===== config.mk =====
export PLATFORM = sky130hd
export DESIGN_NAME = mesi_isc_breq_arb_n
export DESIGN_NICKNAME = d
export VERILOG_FILES = /design/src/rtl/mesi_isc_pkg.sv /design/src/rtl/mesi_isc_breq_port_fifo.sv /design/src/rtl/mesi_isc_breq_arb_n.sv
export SDC_FILE = /design/constraint.sdc
export NUM_CORES = 1
export LEC_CHECK = 0
export CAP_MARGIN = 10
export CORE_ASPECT_RATIO = 1.5
export CORE_MARGIN = 2
export CORE_UTILIZATION = 55
export DETAILED_ROUTE_END_ITERATION = 12
export HOLD_SLACK_MARGIN = 0.03
export PLACE_DENSITY = 0.88
export SKIP_LAST_GASP = 1
export SLEW_MARGIN = 20
export SYNTH_ARGS = -nofsm -noshare
export SYNTH_HDL_FRONTEND = slang
export SYNTH_SLANG_ARGS = --single-unit

===== constraint.sdc =====
create_clock -name clk -period 5.7 [get_ports clk]
set_input_delay 0.57 -clock clk [delete_from_list [all_inputs] [get_ports clk]]
set_output_delay 0.57 -clock clk [all_outputs]
set_load 0.01 [all_outputs]

===== src/rtl/mesi_isc_pkg.sv =====
// Shared command/broadcast encodings and the per-port request entry type
// for the MESI intersection controller broadcast-request path.
package mesi_isc_pkg;

  localparam int unsigned MBUS_CMD_W   = 3;
  localparam int unsigned BROAD_TYPE_W = 2;
  localparam int unsigned BREQ_ADDR_W  = 32;

  localparam logic [MBUS_CMD_W-1:0] MBUS_CMD_NOP      = 3'd0;
  localparam logic [MBUS_CMD_W-1:0] MBUS_CMD_RD       = 3'd1;
  localparam logic [MBUS_CMD_W-1:0] MBUS_CMD_WR       = 3'd2;
  localparam logic [MBUS_CMD_W-1:0] MBUS_CMD_WR_BROAD = 3'd3;
  localparam logic [MBUS_CMD_W-1:0] MBUS_CMD_RD_BROAD = 3'd4;

  localparam logic [BROAD_TYPE_W-1:0] BROAD_TYPE_NOP = 2'd0;
  localparam logic [BROAD_TYPE_W-1:0] BROAD_TYPE_WR  = 2'd1;
  localparam logic [BROAD_TYPE_W-1:0] BROAD_TYPE_RD  = 2'd2;

  typedef struct packed {
    logic [BREQ_ADDR_W-1:0]  addr;
    logic [BROAD_TYPE_W-1:0] btype;
  } breq_entry_t;

  function automatic logic is_broad_cmd(input logic [MBUS_CMD_W-1:0] cmd);
    return (cmd == MBUS_CMD_WR_BROAD) || (cmd == MBUS_CMD_RD_BROAD);
  endfunction

  function automatic logic [BROAD_TYPE_W-1:0] mbus_to_broad_type(input logic [MBUS_CMD_W-1:0] cmd);
    case (cmd)
      MBUS_CMD_WR_BROAD: return BROAD_TYPE_WR;
      MBUS_CMD_RD_BROAD: return BROAD_TYPE_RD;
      default:           return BROAD_TYPE_NOP;
    endcase
  endfunction

endpackage


===== src/rtl/mesi_isc_breq_port_fifo.sv =====
// Per-CPU request FIFO: power-of-two circular buffer whose pointers wrap
// naturally; push into a full FIFO and pop from an empty one are ignored.
module mesi_isc_breq_port_fifo
  import mesi_isc_pkg::*;
#(
  parameter int unsigned DEPTH      = 2,
  parameter int unsigned DEPTH_LOG2 = 1
) (
  input  logic        clk,
  input  logic        rst_n,
  input  logic        push,
  input  breq_entry_t push_data,
  input  logic        pop,
  output breq_entry_t head,
  output logic        empty,
  output logic        full
);

  localparam int unsigned CNT_W = DEPTH_LOG2 + 1;

  logic [DEPTH_LOG2-1:0] wr_ptr;
  logic [DEPTH_LOG2-1:0] rd_ptr;
  logic [CNT_W-1:0]      count;
  breq_entry_t           mem [DEPTH];
  logic                  do_push;
  logic                  do_pop;

  assign empty   = (count == '0);
  assign full    = (count == CNT_W'(DEPTH));
  assign do_push = push && !full;
  assign do_pop  = pop && !empty;
  assign head    = mem[rd_ptr];

  always_ff @(posedge clk or negedge rst_n) begin
    if (!rst_n) begin
      wr_ptr <= '0;
      rd_ptr <= '0;
      count  <= '0;
    end else begin
      if (do_push) wr_ptr <= wr_ptr + DEPTH_LOG2'(1);
      if (do_pop)  rd_ptr <= rd_ptr + DEPTH_LOG2'(1);
      if (do_push && !do_pop)      count <= count + CNT_W'(1);
      else if (do_pop && !do_push) count <= count - CNT_W'(1);
    end
  end

  // Storage needs no reset: only entries counted as valid are ever read.
  always_ff @(posedge clk) begin
    if (do_push) mem[wr_ptr] <= push_data;
  end

endmodule


===== src/rtl/mesi_isc_breq_arb_n.sv =====
// N-CPU broadcast-request collector: per-port request FIFOs, round-robin
// drain into the broadcast FIFO, and a broadcast ID counter skipping 0.
module mesi_isc_breq_arb_n
  import mesi_isc_pkg::*;
#(
  parameter int unsigned NUM_CPUS         = 4,
  parameter int unsigned CPU_ID_WIDTH     = 2,
  parameter int unsigned MBUS_CMD_WIDTH   = 3,
  parameter int unsigned ADDR_WIDTH       = 32,
  parameter int unsigned BROAD_TYPE_WIDTH = 2,
  parameter int unsigned BROAD_ID_WIDTH   = 5,
  parameter int unsigned FIFO_DEPTH       = 2,
  parameter int unsigned FIFO_DEPTH_LOG2  = 1
) (
  input  logic                               clk,
  input  logic                               rst,
  input  logic [NUM_CPUS*MBUS_CMD_WIDTH-1:0] mbus_cmd_array_i,
  input  logic [NUM_CPUS*ADDR_WIDTH-1:0]     mbus_addr_array_i,
  input  logic                               broad_fifo_status_full_i,
  output logic [NUM_CPUS-1:0]                mbus_ack_array_o,
  output logic                               broad_fifo_wr_o,
  output logic [ADDR_WIDTH-1:0]              broad_addr_o,
  output logic [BROAD_TYPE_WIDTH-1:0]        broad_type_o,
  output logic [CPU_ID_WIDTH-1:0]            broad_cpu_id_o,
  output logic [BROAD_ID_WIDTH-1:0]          broad_id_o,
  output logic [NUM_CPUS-1:0]                port_full_o
);

  logic [NUM_CPUS-1:0]       push;
  logic [NUM_CPUS-1:0]       pop;
  logic [NUM_CPUS-1:0]       empty;
  logic [NUM_CPUS-1:0]       full;
  breq_entry_t               push_data [NUM_CPUS];
  breq_entry_t               head      [NUM_CPUS];
  breq_entry_t               head_sel;

  logic [CPU_ID_WIDTH-1:0]   rr_ptr;
  logic [CPU_ID_WIDTH-1:0]   rr_next;
  logic [CPU_ID_WIDTH-1:0]   winner;
  logic [BROAD_ID_WIDTH-1:0] id_cnt;
  logic [BROAD_ID_WIDTH-1:0] id_next;
  logic [31:0]               idx;
  logic                      found;
  logic                      do_pop;

  // Accept gate: last cycle's ack blocks re-capturing a still-held command.
  for (genvar k = 0; k < NUM_CPUS; k++) begin : g_port
    logic [MBUS_CMD_W-1:0] cmd;

    assign cmd                = MBUS_CMD_W'(mbus_cmd_array_i[k*MBUS_CMD_WIDTH +: MBUS_CMD_WIDTH]);
    assign push[k]            = is_broad_cmd(cmd) && !full[k] && !mbus_ack_array_o[k];
    assign push_data[k].addr  = BREQ_ADDR_W'(mbus_addr_array_i[k*ADDR_WIDTH +: ADDR_WIDTH]);
    assign push_data[k].btype = mbus_to_broad_type(cmd);

    mesi_isc_breq_port_fifo #(
      .DEPTH      (FIFO_DEPTH),
      .DEPTH_LOG2 (FIFO_DEPTH_LOG2)
    ) u_fifo (
      .clk       (clk),
      .rst_n     (rst),
      .push      (push[k]),
      .push_data (push_data[k]),
      .pop       (pop[k]),
      .head      (head[k]),
      .empty     (empty[k]),
      .full      (full[k])
    );
  end

  assign port_full_o = full;

  // Round-robin scan starting at rr_ptr, wrapping modulo NUM_CPUS.
  always_comb begin
    found  = 1'b0;
    winner = '0;
    idx    = '0;
    for (int unsigned i = 0; i < NUM_CPUS; i++) begin
      idx = 32'(rr_ptr) + 32'(i);
      if (idx >= NUM_CPUS) idx = idx - NUM_CPUS;
      if (!found && !empty[idx[CPU_ID_WIDTH-1:0]]) begin
        found  = 1'b1;
        winner = idx[CPU_ID_WIDTH-1:0];
      end
    end
    do_pop   = found && !broad_fifo_status_full_i;
    pop      = '0;
    if (do_pop) pop[winner] = 1'b1;
    head_sel = head[winner];
    rr_next  = (winner == CPU_ID_WIDTH'(NUM_CPUS - 1)) ? '0 : winner + CPU_ID_WIDTH'(1);
    id_next  = (id_cnt == '1) ? BROAD_ID_WIDTH'(1) : id_cnt + BROAD_ID_WIDTH'(1);
  end

  always_ff @(posedge clk or negedge rst) begin
    if (!rst) begin
      mbus_ack_array_o <= '0;
      broad_fifo_wr_o  <= 1'b0;
      broad_addr_o     <= '0;
      broad_type_o     <= '0;
      broad_cpu_id_o   <= '0;
      broad_id_o       <= '0;
      rr_ptr           <= '0;
      id_cnt           <= BROAD_ID_WIDTH'(1);
    end else begin
      mbus_ack_array_o <= push;
      broad_fifo_wr_o  <= do_pop;
      if (do_pop) begin
        broad_addr_o   <= ADDR_WIDTH'(head_sel.addr);
        broad_type_o   <= BROAD_TYPE_WIDTH'(head_sel.btype);
        broad_cpu_id_o <= winner;
        broad_id_o     <= id_cnt;
        rr_ptr         <= rr_next;
        id_cnt         <= id_next;
      end
    end
  end

endmodule


After elaboration in Yosys (flattened, before gate mapping)
Memory sizes are Yosys's and may differ from the RTL's. Cells that the tools add are included.

Bits in writable memories: 272. Word-level logic and storage cells: 190. Memories kept: 4. Flip-flop bits (word level): 69.

Memory list: g_port[0].u_fifo.mem (words 2, width 34, read ports 1, clocked after Yosys merged registers in 0, wr ports 1, RTL line mesi_isc_breq_port_fifo.sv:24) `breq_entry_t mem [DEPTH];`; g_port[1].u_fifo.mem (words 2, width 34, read ports 1, clocked after Yosys merged registers in 0, wr ports 1, RTL line mesi_isc_breq_port_fifo.sv:24); g_port[2].u_fifo.mem (words 2, width 34, read ports 1, clocked after Yosys merged registers in 0, wr ports 1, RTL line mesi_isc_breq_port_fifo.sv:24); g_port[3].u_fifo.mem (words 2, width 34, read ports 1, clocked after Yosys merged registers in 0, wr ports 1, RTL line mesi_isc_breq_port_fifo.sv:24).

Mux-type cells: 48. Bitwise logic cells: 1. Reduce and logical (&&, ||, !) cells: 67. Eq/ne operators: 14. Order comparisons: 11. Add/subtract/negate cells: 25.

Operators with widths (count): 34-bit binary-select mux with 2-bit select (1); 34-bit 2-to-1 mux (2); 2-bit 2-to-1 mux (17); 1-bit logical AND (29); 1-bit zero test (26); 1-bit 2-to-1 mux (17); 2-bit one-hot mux with 2 select lines (4); 2-bit by 1-bit subtractor with 2-bit output (second input constant) (8); 2-bit by 3-bit < comparator with 1-bit output (second input constant) (5); 3-bit by 2-bit == test with 1-bit output (second input constant) (4); 3-bit == test (second input constant) (4); 3-bit greater-or-equal comparator (second input constant) (4); 2-bit by 1-bit adder with 2-bit output (second input constant) (5); 2-bit == test (second input constant) (5); 1-bit adder (second input constant) (8); 1-bit binary-select mux with 2-bit select (4); 2-bit zero test (4); 2-bit nonzero test (4); 2-bit by 2-bit adder with 3-bit output (second input constant) (2); 5-bit by 1-bit adder with 5-bit output (second input constant) (1); 5-bit == test (second input constant) (1); 5-bit 2-to-1 mux (1); 1-bit logical OR (4); 4-bit 2-to-1 mux (1); other kinds (5) (5).

Longest topological paths before layout
Word-level depth: 23. Depth in mapped cells: 10. Depth with buffers taken out: 8.

By module
Synthesis repeated with hierarchy kept, for this count alone.

Cells, all modules: 797. Area, all modules: 14227.4 sq um.

Modules (own cells, without submodules): mesi_isc_breq_port_fifo (instances 4, cells an instance 125, area each 2801.4 sq um, seq. area each 2142.1 sq um); mesi_isc_breq_arb_n (instances 1, cells an instance 297, area each 3021.6 sq um, seq. area each 1327.5 sq um).

Worst setup path before layout
OpenSTA, ideal clock, no wires.

Path kind: input to register. From: in mbus_cmd_array_i[9]. To: mem g_port[3].u_fifo.mem[0][0] (netlist name) (enable). Cell stages on the path: 3. Setup slack: 0.945 ns. Required time: 5.190 ns. Setup time: 0.510 ns. Data arrival time: 4.244 ns. Path buffers: 0. Cells stage by stage: nor3b_1 nor2_1 nor4_1.

Longest elaborated chain between the ends: 7. Elaborated cells on any way between the ends: 8.

RTL lines: from (decl) (RTL line mesi_isc_breq_arb_n.sv:17) `input logic [NUM_CPUS*MBUS_CMD_WIDTH-1:0] mbus_cmd_array_i,`; 3-bit by 2-bit == test with 1-bit output or 3-bit == test (tied branches) (RTL line mesi_isc_pkg.sv:25) `return (cmd == MBUS_CMD_WR_BROAD) || (cmd == MBUS_CMD_RD_BROAD);`; 1-bit logical OR (*) (RTL line mesi_isc_pkg.sv:25); 1-bit logical AND (*) (2 in series) (RTL line mesi_isc_breq_arb_n.sv:51) `assign push[k] = is_broad_cmd(cmd) && !full[k] && !mbus_ack_array_o[k];`; 1-bit logical AND (*) (RTL line mesi_isc_breq_port_fifo.sv:30) `assign do_push = push && !full;`; 1-bit 2-to-1 mux (*) (RTL line mesi_isc_breq_port_fifo.sv:49) `if (do_push) mem[wr_ptr] <= push_data;`; 1-bit 2-to-1 mux (not written as such) (*) (RTL line mesi_isc_breq_port_fifo.sv:49); to (decl) (RTL line mesi_isc_breq_port_fifo.sv:24).

Mark *: on every way between the ends. The rest lies on a longest branch, timed or not.

Worst setup path in the final report
From: reg g_port[3].u_fifo.count[0]. To: reg broad_addr_o[25].

Longest elaborated chain between the ends: 16. Elaborated cells on any way between the ends: 30.

RTL lines: from (decl) (RTL line mesi_isc_breq_port_fifo.sv:23) `logic [CNT_W-1:0] count;`; from (signal assigned) (RTL line mesi_isc_breq_port_fifo.sv:42) `if (do_push && !do_pop) count <= count + CNT_W'(1);`; from (signal assigned) (RTL line mesi_isc_breq_port_fifo.sv:43) `else if (do_pop && !do_push) count <= count - CNT_W'(1);`; 2-bit zero test (*) (RTL line mesi_isc_breq_port_fifo.sv:28) `assign empty = (count == '0);`; 1-bit binary-select mux with 2-bit select (RTL line mesi_isc_breq_arb_n.sv:80) `if (!found && !empty[idx[CPU_ID_WIDTH-1:0]]) begin`; 1-bit 2-to-1 mux (not written as such) (RTL line mesi_isc_breq_arb_n.sv:80); 1-bit zero test (RTL line mesi_isc_breq_arb_n.sv:80); 1-bit logical AND (RTL line mesi_isc_breq_arb_n.sv:80); 1-bit 2-to-1 mux (RTL line mesi_isc_breq_arb_n.sv:80); 1-bit zero test (RTL line mesi_isc_breq_arb_n.sv:80); 1-bit logical AND (RTL line mesi_isc_breq_arb_n.sv:80); 1-bit 2-to-1 mux (RTL line mesi_isc_breq_arb_n.sv:80); 1-bit zero test (RTL line mesi_isc_breq_arb_n.sv:80); 1-bit logical AND (RTL line mesi_isc_breq_arb_n.sv:80); 2-bit 2-to-1 mux (RTL line mesi_isc_breq_arb_n.sv:80); 2-bit inverter with 3-bit output (not written as such) (RTL line mesi_isc_breq_arb_n.sv:88) `head_sel = head[winner];`; 34-bit binary-select mux with 2-bit select (RTL line mesi_isc_breq_arb_n.sv:88); 34-bit 2-to-1 mux (not written as such) (2 in series) (RTL line mesi_isc_breq_arb_n.sv:88); to (signal assigned) (RTL line mesi_isc_breq_arb_n.sv:107) `broad_addr_o <= ADDR_WIDTH'(head_sel.addr);`; to (decl) (RTL line mesi_isc_breq_arb_n.sv:22) `output logic [ADDR_WIDTH-1:0] broad_addr_o,`.

Mark *: on every way between the ends. The rest lies on a longest branch, timed or not. The select of a mux whose other input is x is not followed. A chain may end at the register's enable or synchronous reset.

==> flow_summary.toml <==
[status]
status = "complete, no violations"

[setup_path]
crit_path_end_kind = "flop"
r2r-start = "g_port[3].u_fifo.count[0]"
cp_data_arrival_time_ns = 3.98
rr_endpoint = "broad_addr_o[25]"
crit_start = "g_port[3].u_fifo.count[0]"
r2r_cells = 6
cp_max_fo = 52
critPathKind = "flop to flop"
required_ns = 6.13
startpoint_type = "flop"
r2r_setup_slack_ns = 2.16
crit_end = "broad_addr_o[25]"

[clock_network]
root_buffer = "clkbuf_16"
tritoncts = "yes"
ctsHoldBuffers = 0
path_clk_slew_ns = 0.07
postCtsResizedCells = 0
htree_levels = 1
clock_latency_ns = 0.56
clock_sinks = 341
cts_made_buffers = 30
cts_max_path_buffers = 3
post_cts_buffers = 0

[global_routing]
grtUsageTotal_pct = 24.1
grt_pass1_vias = 8566
grt_pass1_wl_um = 48200
overflow = 0
grt_max_degree = 70
antenna_found_initial = 1

[synth]
yosysWarnings = 0
yosysMostFrequentCell = "edfxtp_1"
synthTopCellsByArea = "edfxtp_1 (58%), dfrtp_1 (12%), mux2i_1 (7.5%)"
synth_edf_count = 272
syn_nets = 986
synth_cell_types = 45
async_flop_share_pct = 20.2
synth_area_um2 = 14100
ys_ff_latch = 341
yosysTopAreaCellShare_pct = 58.1
ys.flop_type = "edfxtp_1"
ys_seq_area_share_pct = 70.3
synth_cells = 837
yosys-top-cells-count = "edfxtp_1 (272), mux2i_1 (106), dfrtp_1 (68), nand2_1 (65), o211ai_2 (58)"
synth_top_area_cell = "edfxtp_1"
avgSynthCellArea_um2 = 16.8

[drt]
drt-initial-drc-count = 821
drtPass1Iterations = 5
wl_um = 32400
via_count = 8097
post-route-drc-count = 0
drtAntennaViolNets = 0
wire_per_inst_um = 23.6
viasPerCell = 5.90

[final_layout]
fillers = 1625
final_nets = 1169
stdcell_count = 1372
area_growth_pct = 23.1
drive_above_1_share_pct = 19.7

[place]
dp_slack_ns = 2.14
globalplace.congestion = 0.843
io_buffers = 192
dp_hpwl_um = 21100
placedCellCount = 1316

[min_path]
hold_path_class = "input pin to asynchronous set/reset pin"

[power_and_ir_drop]
p_int_w = 0.00603
total_leakage_power_nw = 6.40
power_switching_w = 0.00302
pwr-share-clk_pct = 23.9
peakVddDrop_uv = 342
powerDensity_nw_per_um2 = 523
seqPwrFrac_pct = 41.2
pwr-share-comb_pct = 34.9
switching_share_pct = 33.4

[sta]
finalHoldViolations = 0
slew_headroom_pct = 23.7
rsz0062_at_grt = "no"
worst_pin_slew_ns = 1.14
skew_ns = 0.00862
fin_crit_ns = 3.54
timing.setup.tns_ns = 0
max_freq_mhz = 282
fin_ws_ns = 2.16
post-route-period-util_pct = 62.2
drv_slew = 0
setup_viol = 0

[floorplanning]
core_um2 = 25100
die_area_um2 = 26900
initial_core_util_pct = 56.0
pin_count = 193
fp.dieW_um = 135
die_h_um = 200
std_cell_rows = 71

[flow_run]
drv_cap = 0
[layer usage]
layer / global-route usage (%) / share of wire, % / vias to the layer above
li1: - / - / 3592
met4: 13.3 / 5.3 / 0
met3: 2.53 / 5.9 / 96
met5: 0 / 0 / -
met2: 44.3 / 54 / 363
met1: 27.4 / 35 / 4046
[how the worst min path moves through the flow]
| stage | depth (start not counted) | from | slack (ns) | to |
|---|---|---|---|---|
| after global routing | 1 | rst | 0.21 | broad_addr_o[3] |
| final | 1 | rst | 0.15 | broad_addr_o[3] |
| after CTS | 1 | rst | 0.17 | broad_addr_o[18] |
| after global placement | 2 | broad_id_o[2] | 0.46 | broad_id_o[2] |
| after floorplan | 0 | rst | 0.27 | broad_addr_o[0] |
| after detailed placement | 2 | broad_id_o[1] | 0.47 | broad_id_o[1] |
[per-stage QoR]
step	hold WS (ns)	utilization [%]	total power [W]	area [µm²]
after floorplan	0.274	-	0.00592	14100
after global placement	0.465	64.7	0.00681	16300
after detailed placement	0.473	64.7	0.00692	16300
after CTS	0.172	68.9	0.00910	17300
after global routing	0.212	68.9	0.00943	17300
final	0.147	68.9	0.00906	17300
[cells in the final DEF (no fill, tap or decap), types with 4 or more instances in the layout]
cell,instances
clkbuf_16,31
nor2b_1,4
clkinv_2,4
clkdlybuf4s50_1,191
nor4_2,5
mux2_4,29
and2_2,4
a211oi_1,5
o211ai_2,58
nand4_1,30
a221o_1,4
nand2_1,65
xor2_1,12
a31oi_1,5
clkbuf_8,5
mux2i_1,106
clkbuf_1,5
bufinv_16,5
xnor2_1,9
buf_4,12
nor3_1,11
nor2_1,20
edfxtp_1,272
nor3b_1,5
o21ai_0,5
dfrtp_1,64
ha_1,6
mux2_2,35
[worst max-delay path, cell delays in order (launching register included)]
cell and delay, ns:
dfrtp_1 0.44, nor2_1 0.39, a41o_2 1.02, inv_1 0.44
nand3_2 0.53, buf_4 0.43, o211ai_2 0.14
[power by group through the flow]
stage | registers [W] | clock network [W] | logic, W
final | 0.00373 | 0.00217 | 0.00316
after global routing | 0.00378 | 0.00228 | 0.00337
after CTS | 0.00373 | 0.00218 | 0.00318
after detailed placement | 0.00377 | 0 | 0.00315
after global placement | 0.00374 | 0 | 0.00307
after floorplan | 0.00348 | 0 | 0.00244
[state kept, by name, indices dropped and copies added, names as in the netlist]
name and count:
mbus_ack_array_o 4, rr_ptr 2, g_port.u_fifo.rd_ptr 4, id_cnt 5, g_port.u_fifo.count 8, g_port.u_fifo.wr_ptr 4
g_port.u_fifo.mem 272, broad_cpu_id_o 2, broad_id_o 5, broad_addr_o 32, broad_fifo_wr_o 1, broad_type_o 2
[cell families after synthesis]
logic type	count (synthesis)	synth area share [%]
mux	170	13.4
simple gates	153	5.27
buf+inv	53	2.06
xor+xnor	21	1.31
flops	341	70.3
compound gates	93	7.05
fa+ha+maj	6	0.534
[final cells by class]
class                      count  area [µm²]  area share [%]
clock inverter                14         198            1.14
sequential                   341        9910            57.2
antenna                        1        2.50          0.0144
multi-input combinational    443        3940            22.7
clock buffer                  41         863            4.98
inverter                       1        3.75          0.0217
tap                          328         410            2.37
timing repair buffer         203        2000            11.6
(Power assumes the default switching activity.)
